`src/rtl/ram_stream_loader.sv`:
```
// Byte-stream to RAM loader: packs little-endian bytes into DATA_WIDTH words,
// issues one write per word and keeps a 16-bit running byte checksum.
module ram_stream_loader #(
  parameter int DATA_WIDTH = 32,
  parameter int ADDR_WIDTH = 6
) (
  input  logic                  clk,
  input  logic                  reset,
  input  logic                  start,
  input  logic [ADDR_WIDTH:0]   word_count,
  input  logic                  abort,
  input  logic [7:0]            in_data,
  input  logic                  in_valid,
  output logic                  in_ready,
  output logic [DATA_WIDTH-1:0] data,
  output logic [ADDR_WIDTH-1:0] write_addr,
  output logic                  we,
  output logic                  busy,
  output logic                  done,
  output logic [15:0]           checksum
);

  localparam int BPW   = DATA_WIDTH / 8;
  localparam int IDX_W = (BPW > 1) ? $clog2(BPW) : 1;

  typedef enum logic [1:0] {IDLE, COLLECT, WRITE, DONE} state_t;

  state_t                state, state_next;
  logic [IDX_W-1:0]      byte_idx;
  logic [ADDR_WIDTH:0]   count;
  logic [ADDR_WIDTH:0]   words;
  logic [ADDR_WIDTH:0]   words_next;
  logic [DATA_WIDTH-1:0] buffer;
  logic [DATA_WIDTH-1:0] assembled;
  logic                  can_start;
  logic                  accept;
  logic                  last_byte;

  assign can_start  = start && (state == IDLE || state == DONE);
  assign accept     = (state == COLLECT) && in_valid && !abort;
  assign last_byte  = (byte_idx == IDX_W'(BPW - 1));
  assign words_next = words + 1'b1;

  always_comb begin
    assembled = buffer;
    assembled[8*byte_idx +: 8] = in_data;
  end

  always_ff @(posedge clk) begin
    if (reset) state <= IDLE;
    else       state <= state_next;
  end

  always_comb begin
    state_next = state;
    case (state)
      IDLE, DONE: begin
        if (start) state_next = (word_count == '0) ? DONE : COLLECT;
      end
      COLLECT: begin
        if (abort)                      state_next = IDLE;
        else if (in_valid && last_byte) state_next = WRITE;
      end
      WRITE: begin
        if (abort)                    state_next = IDLE;
        else if (words_next == count) state_next = DONE;
        else                          state_next = COLLECT;
      end
      default: state_next = IDLE;
    endcase
  end

  // The write strobe is masked by abort and reset so a word caught in WRITE
  // never reaches the RAM when the load is being cancelled that same cycle.
  always_comb begin
    in_ready = (state == COLLECT);
    busy     = (state == COLLECT) || (state == WRITE);
    done     = (state == DONE);
    we       = (state == WRITE) && !abort && !reset;
  end

  always_ff @(posedge clk) begin
    if (reset) begin
      byte_idx   <= '0;
      count      <= '0;
      words      <= '0;
      buffer     <= '0;
      data       <= '0;
      write_addr <= '0;
      checksum   <= '0;
    end else if (can_start) begin
      count      <= word_count;
      words      <= '0;
      byte_idx   <= '0;
      write_addr <= '0;
      checksum   <= '0;
    end else begin
      if (accept) begin
        buffer   <= assembled;
        checksum <= checksum + {8'h00, in_data};
        if (last_byte) begin
          byte_idx <= '0;
          data     <= assembled;
        end else begin
          byte_idx <= byte_idx + 1'b1;
        end
      end
      if (state == WRITE && !abort) begin
        write_addr <= write_addr + 1'b1;
        words      <= words_next;
      end
      if (abort && (state == COLLECT || state == WRITE)) byte_idx <= '0;
    end
  end

endmodule
```
`config.mk`:
```
export PLATFORM = sky130hd
export DESIGN_NAME = ram_stream_loader
export DESIGN_NICKNAME = d
export VERILOG_FILES = /design/src/rtl/ram_stream_loader.sv
export SDC_FILE = /design/constraint.sdc
export NUM_CORES = 1
export LEC_CHECK = 0
export ABC_AREA = 1
export CAP_MARGIN = 10
export CORE_ASPECT_RATIO = 1.75
export CORE_UTILIZATION = 55
export CTS_CLUSTER_SIZE = 24
export DETAILED_ROUTE_END_ITERATION = 8
export GPL_TIMING_DRIVEN = 0
export PLACE_DENSITY_LB_ADDON = 0.2
export SYNTH_ARGS = -nofsm -noshare
export SYNTH_HDL_FRONTEND = slang
export SYNTH_SLANG_ARGS = --single-unit
```
`constraint.sdc`:
```
create_clock -name clk -period 4.2 [get_ports clk]
set_clock_uncertainty 0.05 [all_clocks]
set_input_delay 0.42 -clock clk [delete_from_list [all_inputs] [get_ports clk]]
set_output_delay 0.42 -clock clk [all_outputs]
set_load 0.05 [all_outputs]
```
After elaboration in Yosys (flattened, before gate mapping)
Cells that the tools add are included.
{"block": "word_totals", "memories": 0, "mem_bits_rw": 0, "output_inout_bits": 58, "inputBits": 20, "mem_bits_ro": 0, "latch_bits": 0, "regBits": 104, "wordCells": 51}
{"block": "op_classes", "order_cmp": 0, "bitwise_logic": 1, "mul": 0, "reduce_logical": 19, "addsub": 5, "n_div": 0, "n_eq_ne": 7, "n_shift": 2, "n_mux": 9}
{"op": "$neg A5 Y34", "n": 1}
{"op": "$shift A8 B34 Y32 const A", "n": 1}
{"op": "$shiftx A8 B34 Y32", "n": 1}
{"op": "$bwmux W32", "n": 1}
{"op": "$add A16 B8 Y16", "n": 1}
{"op": "$mux W2", "n": 7}
{"op": "$add A7 B1 Y7 const B", "n": 1}
{"op": "$eq A7 B7 Y1", "n": 1}
{"op": "$logic_and A1 B1 Y1", "n": 7}
{"op": "$logic_not A7 Y1", "n": 1}
{"op": "$add A6 B1 Y6 const B", "n": 1}
{"op": "$eq A2 B2 Y1 const B", "n": 3}
{"op": "$pmux W2 S3", "n": 1}
{"op": "$reduce_and A2 Y1", "n": 2}
{"op": "$reduce_or A2 Y1", "n": 2}
{"op": "$ne A3 B2 Y1 const B", "n": 1}
{"op": "$reduce_and A3 Y1", "n": 1}
{"op": "$reduce_or A3 Y1", "n": 1}
{"op": "$add A2 B1 Y2 const B", "n": 1}
{"op": "$eq A2 B1 Y1 const B", "n": 1}
{"op": "$logic_not A1 Y1", "n": 2}
{"op": "$logic_not A2 Y1", "n": 1}
{"op": "$logic_or A1 B1 Y1", "n": 2}
{"op": "$ne A2 B2 Y1 const B", "n": 1}
{"op": "$not A1 Y1", "n": 1}

Depth between registers and ports, before layout
Gate-level depths: netlist of run 1.
{"block": "depth", "ltp_word": 5, "ltp_mapped": 13, "ltp_nobuf": 13}

Least setup slack after synthesis of run 1
No wires, ideal clock.
{"block": "synth_timing", "kind": "reg2out", "start": "register state[0]", "end": "output we", "path_buffers": 1, "path_slack_ps": 2089, "stages_incl_launch_ff": 8, "t_arrival_ps": 1641, "t_required_ps": 3730, "cell_sequence": "dfxtp_1 inv_1 ha_1 inv_1 nor2_4 inv_1 clkbuf_1 nor2_1"}
{"block": "synth_via", "elab_chain_cells": 3}
{"element": "from (decl)", "line_no": "28", "rtl": "state_t state, state_next;"}
{"element": "from (signal assigned)", "line_no": "51", "rtl": "else state <= state_next;"}
{"element": "$eq A2 B2 Y1", "line_no": "79", "rtl": "we = (state == WRITE) && !abort && !reset;"}
{"element": "$logic_and A1 B1 Y1 (2 in series)", "line_no": "79"}
{"element": "to (decl)", "line_no": "17", "rtl": "output logic we,"}
Every way passes these cells.

Worst setup path after layout of run 1
{"block": "layout_timing", "start": "input abort", "end": "output we"}
{"block": "layout_via", "elab_chain_cells": 3}
{"element": "from (decl)", "line_no": "11", "rtl": "input logic abort,"}
{"element": "$logic_not A1 Y1", "line_no": "79"}
{"element": "$logic_and A1 B1 Y1 (2 in series)", "line_no": "79"}
Every way passes these cells.

==> out/qor.csv, run 1 <==
stage,metric,value,unit
global_routing,Total Routing Usage GR,0.2992,
drt,router iterations before antenna repair,5,
worst_setup_path,Crit Path Category,in2out,
clock_network,clock tree sinks,104,
synthesis,Async SR Flop Fraction,0,
clock_network,Clock Latency Late Sink,0.35,ns
placed_design,DPL Wire Length,9.971,mm
floorplanning,Die ar.,9495,um^2
drt,routed len/inst,14.99,um
global_routing,antenna violations before repair,0,
drt,starting DRC count in detailed routing,394,
synthesis,Post-synth top cells,"107 x nand2_1, 104 x dfxtp_1, 91 x a21oi_1, 91 x nor2_1, 78 x inv_1",
sta,Tmin final,2.965,ns
worst_setup_path,Setup crit start kind,primary input,
floorplanning,Row Count,45,
synthesis,top post-synthesis cells by area,"dfxtp_1 42%, a21oi_1 9.1%, nand2_1 8.0%, nor2_1 6.8%, inv_1 5.9%",
cells_and_area,Filler cells,725,
synthesis,Yosys cell types,35,
floorplanning,Die Ht,128.2,um
worst_setup_path,WP data arrival,2.49,ns
synthesis,syn_area_per_cell,7.229,um^2
drt,vias per cell,5.519,
sta,achievable clock frequency,337.3,MHz
drt,DR DRC count,0,
cells_and_area,"Design Area, Final",6202,um^2
clock_network,CTS tree,built,
worst_setup_path,CP bufs+invs,4,
floorplanning,core area,8727,um^2
cells_and_area,utilization after layout,0.7107,
clock_network,post-CTS setup buffers,0,
synthesis,post-synth top area share,0.4162,
floorplanning,io pins,78,
synthesis,synthesized flop and latch total,104,
drt,drt total wl,13.49,mm
sta,Hold Fails Final Rpt,0,
clock_network,Root Buffer,clkbuf_16,
sta,final setup violating endpoints,0,
sta,Relative slew margins,0.4897,
synthesis,"area leader, netlist",dfxtp_1,
drt,post-route antenna net violation count,0,
worst_setup_path,Top delay family on crit path,buffers and inverters,
synthesis,Yosys Warn Count,0,
hold_path,Hold WC Path Type,reg2reg,
worst_setup_path,crit path cell chain,clkdlybuf4s50_1 -> nor2_4 -> inv_1 -> clkbuf_1 -> nor2_1 -> clkdlybuf4s50_1,
pwr,PD cells,425.7,nW/um^2
clock_network,clock tree buffer depth,2,
worst_setup_path,"Max FO, Critical Path",10,
worst_setup_path,Worst EP required,3.73,ns
global_routing,largest net degree at the start of global routing,18,
placed_design,Placed Instances,885,
synthesis,number of synthesized flops with an enable pin,0,
global_routing,gr ovfl total,0,
placed_design,pre-CTS setup slack,1.229,ns
cells_and_area,Reg area,2082,um^2
outcome,status,completed,
synthesis,syn nets,732,
floorplanning,Initial Util,0.5732,
worst_setup_path,CP endpoint kind,output port,
cells_and_area,share of cells above drive strength 1,0.04342,
synthesis,"count leader, synth",nand2_1,
pwr,Lkg Pwr,2.477,nW
drt,vias,4967,
global_routing,vias in the first global route,4799,
cells_and_area,Layout Nets,819,
sta,Final Max Slew Viols,0,
clock_network,Worst-path clk slew,0.07,ns
clock_network,CTS Hold Bufs,0,
cells_and_area,combined area of the multi-input logic cells,2484,um^2
run,max-cap viol count,0,
sta,final critical-path setup slack,1.235,ns
clock_network,Resized Gates After CTS,0,
global_routing,first-pass GRT wire length,21.91,mm
placed_design,RD Place Congestion,0.9143,
worst_setup_path,most frequent CP cell,clkdlybuf4s50_1,
pwr,VDD IR max,306.7,uV
cells_and_area,Layout Cells excl Fill,900,
placed_design,Post-DP Area,5909,um^2
sta,TNS Setup,0,ns
synthesis,post-synthesis sequential area ratio,0.4162,
sta,unrepaired setup endpoints after global routing,no,
synthesis,"Top FF cell, synth",dfxtp_1,
cells_and_area,Ant. Diodes,0,
synthesis,synthesized instance count,692,
worst_setup_path,Crit-path slowest cell,clkdlybuf4s50_1,
synthesis,Synth Cell Area,5002,um^2
worst_setup_path,"slowest stage delay, CP",0.81,ns
clock_network,CTS buffer count,9,
clock_network,H-tree depth,3,
placed_design,port bufs,76,
floorplanning,Die W,74.09,um
sta,Tcrit/Tclk final,0.7059,
sta,worst-margin pin slew,0.7596,ns
cells_and_area,Area growth syn-to-layout,23.99,%
routing by layer:
layer	up-vias	global-route usage	wire length, um
li1	2438	-	-
met1	2323	0.3235	5189
met2	159	0.5283	7050
met3	47	0.04796	607
met4	0	0.1787	639
met5	-	0	0
registers in the layout (all words and copies together) (netlist names):
name and cells:
checksum 16, state 2, byte_idx 2, count 7
data 32, write_addr 6, words 7, buffer 32
logic make-up after synthesis:
logic type | after synthesis | share of synthesized area
xor gates and xnor gates | 7 | 0.01226
AOI/OAI and AO/OA | 180 | 0.1986
buffers and inverters | 112 | 0.08729
and+or+nand+nor | 269 | 0.2341
adders and majority gates | 20 | 0.05153
DFF | 104 | 0.4162
layout by cell type, fill, tap and decap left out, types with 7 or more instances in the layout:
master / n
ha_1: 19
dfxtp_1: 104
clkbuf_16: 9
o22ai_1: 16
nand3_1: 39
o21ai_0: 44
or2_0: 11
nand2_1: 107
o21a_1: 7
clkbuf_1: 19
buf_2: 11
nor2_1: 91
a22oi_1: 12
clkdlybuf4s50_1: 76
a21oi_1: 91
inv_1: 78
through the flow:
step                hold WS [ns]  total power, W
CTS                       0.4170        0.002642
global route              0.4403        0.002773
finish                    0.4174        0.002640
detailed placement        0.4063        0.001812
global placement          0.4059        0.001789
floorplan                 0.3941        0.001607
area by class of cell:
| type | count | share of cell area |
|---|---|---|
| well taps | 117 | 0.02360 |
| plain buffers | 31 | 0.02098 |
| clock buffers | 10 | 0.03692 |
| inverters | 81 | 0.04943 |
| flip-flops and latches | 104 | 0.3357 |
| repair buffers | 76 | 0.1227 |
| clock inverters | 5 | 0.01029 |
| multi-input cells | 476 | 0.4004 |
worst paths after layout:
kind	from	endpoint	slack [ns]	cells after the start
min	data[21]	data[21]	0.42	2
min reg2reg	data[21]	data[21]	0.42	2
max	abort	we	1.24	6
max reg2reg	byte_idx[0]	data[26]	1.88	6
report_power, final:
group / internal [W] / total (W) / switching [W] / leakage, nW
Clock: 0.000466 / 0.000839 / 0.000373 / 0.140
Sequential: 0.00106 / 0.00111 / 0.0000543 / 0.841
Combinational: 0.000218 / 0.000688 / 0.000471 / 1.50
Total: 0.00174 / 0.00264 / 0.000898 / 2.48
worst reg2reg max path: cells and delay by family, from the launching register on:
family          cells  cell delay, ns
buf+inv             1            0.13
simple gates        2            0.94
fa+ha+maj           1            0.39
compound gates      2            0.34
flops               1            0.41
Power figures use the tool's default switching activity.
==> run 2, diff against run 1 <==
CORE_UTILIZATION = 54   (was 55)
clock period = 2.98 ns   (was 4.2 ns; I/O delays follow)
==> run 2 against run 1 <==
Compared with the run above:
- first-iteration DRC count down 32%
- worst hold slack lost 0.0019 ns
- routed wire length shrank 0.95%
- combinational power grew 41%
- worst setup slack worse by 1.1 ns
- sequential power up 41%
- largest power group unchanged
==> out/qor.csv, run 2 (synthesis results as in run 1) <==
stage,metric,value,unit,change
outcome,status,completed,,unchanged
drt,metal3 WL,537,um,was 607 um
cells_and_area,utilization after layout,0.6865,,was 0.7107
clock_network,Clock Latency Late Sink,0.35,ns,about the same
cells_and_area,"Design Area, Final",6203,um^2,was 6202 um^2
global_routing,first-pass GRT wire length,21.76,mm,was 21.91 mm
pwr,Gate power share,0.262,,was 0.261
cells_and_area,Layout Nets,819,,unchanged
drt,routed len/inst,14.78,um,was 14.99 um
clock_network,Worst-path clk slew,0.07,ns,about the same
pwr,Sw Ratio,0.3498,,was 0.3403
pwr,Sw Pwr,0.001293,W,was 0.0008984 W
sta,Hold Fails Final Rpt,0,,unchanged
sta,Relative slew margins,0.5084,,was 0.4897
sta,achievable clock frequency,353.1,MHz,
drt,starting DRC count in detailed routing,268,,was 394
sta,Tmin final,2.832,ns,
drt,DR top layer,met4,,unchanged
drt,DR DRC count,0,,unchanged
drt,vias per cell,5.396,,was 5.519
sta,Final Max Slew Viols,0,,unchanged
floorplanning,core area,9036,um^2,was 8727 um^2
drt,router iterations before antenna repair,5,,unchanged
worst_setup_path,Crit Path Category,reg2out,,was in2out
worst_setup_path,WP data arrival,2.48,ns,was 2.49 ns
cells_and_area,Filler cells,795,,was 725
run,max-cap viol count,0,,unchanged
clock_network,clock tree buffer depth,2,,unchanged
clock_network,CTS Hold Bufs,0,,unchanged
cells_and_area,most frequent cells in the layout,"107 x nand2_1, 104 x dfxtp_1, 91 x nor2_1, 91 x a21oi_1, 78 x inv_1",,unchanged
global_routing,vias in the first global route,4754,,was 4799
placed_design,Post-DP Area,5913,um^2,was 5909 um^2
sta,final critical-path setup slack,0.1483,ns,was 1.235 ns
drt,met2 WL,7.073,mm,was 7.050 mm
global_routing,antenna violations before repair,0,,unchanged
global_routing,gr ovfl total,0,,unchanged
pwr,Sequential Power Share,0.424,,was 0.421
floorplanning,Die ar.,9668,um^2,was 9495 um^2
worst_setup_path,Setup crit start kind,register,,was primary input
hold_path,Hold WC Path Type,reg2reg,,unchanged
placed_design,DPL Wire Length,10.06,mm,was 9.971 mm
cells_and_area,Largest regs,"buffer (32), data (32), checksum (16)",,unchanged
placed_design,port bufs,76,,unchanged
cells_and_area,Area growth syn-to-layout,24.01,%,was 23.99%
drt,vias,4878,,was 4967
cells_and_area,combined area of the multi-input logic cells,2484,um^2,unchanged
cells_and_area,Reg area,2082,um^2,unchanged
floorplanning,io pins,78,,unchanged
cells_and_area,Ant. Diodes,0,,unchanged
clock_network,Resized Gates After CTS,0,,unchanged
sta,final setup violating endpoints,0,,unchanged
clock_network,Root Buffer,clkbuf_16,,unchanged
sta,unrepaired setup endpoints after global routing,no,,unchanged
floorplanning,Initial Util,0.5536,,was 0.5732
worst_setup_path,"Max FO, Critical Path",10,,unchanged
drt,post-route antenna net violation count,0,,unchanged
pwr,Clk pwr share,0.314,,was 0.318
clock_network,CTS buffer count,9,,unchanged
clock_network,clock tree sinks,104,,unchanged
pwr,VDD IR max,402.6,uV,was 306.7 uV
pwr,Internal,0.002403,W,was 0.001742 W
clock_network,post-CTS setup buffers,0,,unchanged
cells_and_area,"most common cell after layout, fill and taps aside",nand2_1,,unchanged
sta,worst-margin pin slew,0.7317,ns,was 0.7596 ns
clock_network,H-tree depth,3,,unchanged
floorplanning,Die W,74.76,um,was 74.09 um
floorplanning,Die Ht,129.3,um,was 128.2 um
placed_design,pre-CTS setup slack,0.2530,ns,was 1.229 ns
cells_and_area,share of cells above drive strength 1,0.04592,,was 0.04342
placed_design,RD Place Congestion,0.9239,,was 0.9143
global_routing,Total Routing Usage GR,0.2949,,was 0.2992
pwr,Lkg Pwr,2.476,nW,was 2.477 nW
worst_setup_path,Worst EP required,2.63,ns,was 3.73 ns
clock_network,CTS tree,built,,unchanged
sta,Tcrit/Tclk final,0.9502,,
drt,WL met1,5.167,mm,was 5.189 mm
floorplanning,Row Count,46,,was 45
global_routing,largest net degree at the start of global routing,19,,was 18
drt,drt total wl,13.36,mm,was 13.49 mm
worst_setup_path,CP endpoint kind,output port,,unchanged
pwr,PD cells,595.7,nW/um^2,was 425.7 nW/um^2
sta,TNS Setup,0,ns,unchanged
-- run 2: changes by cell type in the layout (fill, tap and decap cells not counted), sizes merged --
cell      delta
bufinv       -1
clkinv       +1
clkinvlp     +1
-- run 2: final cells by class --
class	instances	share of cell area
Sequential cell	104	0.3356
Clock inverter	6	0.008269
Tap cell	120	0.02420
Inverter	81	0.04942
Clock buffer	10	0.03852
Multi-Input combinational cell	476	0.4004
Timing Repair Buffer	76	0.1226
Buffer	31	0.02098
-- run 2: path summary, 6_finish.rpt --
kind | startpoint | endpoint | slack, ns | cells past startpoint
worst min register to register | data[11] | data[11] | 0.42 | 2
worst max-delay path | state[1] | we | 0.15 | 7
worst min-delay path | data[11] | data[11] | 0.42 | 2
worst max register to register | state[0] | checksum[6] | 0.61 | 10
-- run 2: worst max-delay path, cell delays in order, from the launching register on --
cell,delay (ns)
dfxtp_1,0.40
ha_1,0.18
inv_1,0.06
nor2_4,0.18
inv_1,0.13
clkbuf_1,0.24
nor2_1,0.13
clkdlybuf4s50_1,0.81
-- run 2: per-layer routing --
layer | vias to the layer above | global-route usage
met1 | 2246 | 0.3281
met2 | 145 | 0.5236
met5 | - | 0
li1 | 2442 | -
met4 | 0 | 0.1698
met3 | 45 | 0.03577
-- run 2: power by group through the flow --
stage / clock, W / combinational, W / sequential (W)
after detailed placement: 0 / 0.000958 / 0.00160
after CTS: 0.00117 / 0.000965 / 0.00157
after floorplan: 0 / 0.000644 / 0.00162
after global placement: 0 / 0.000931 / 0.00159
after global routing: 0.00123 / 0.00107 / 0.00158
final: 0.00116 / 0.000970 / 0.00157
-- run 2: per-stage QoR --
| stage | hold WS [ns] | std cells | power [W] |
|---|---|---|---|
| 2_1_floorplan | 0.3941 | 692 | 0.002264 |
| 3_3_place_gp | 0.4060 | 888 | 0.002524 |
| 3_5_place_dp | 0.4053 | 888 | 0.002556 |
| 4_1_cts | 0.4164 | 904 | 0.003702 |
| 5_1_grt | 0.4344 | 904 | 0.003874 |
| 6_report | 0.4155 | 904 | 0.003696 |
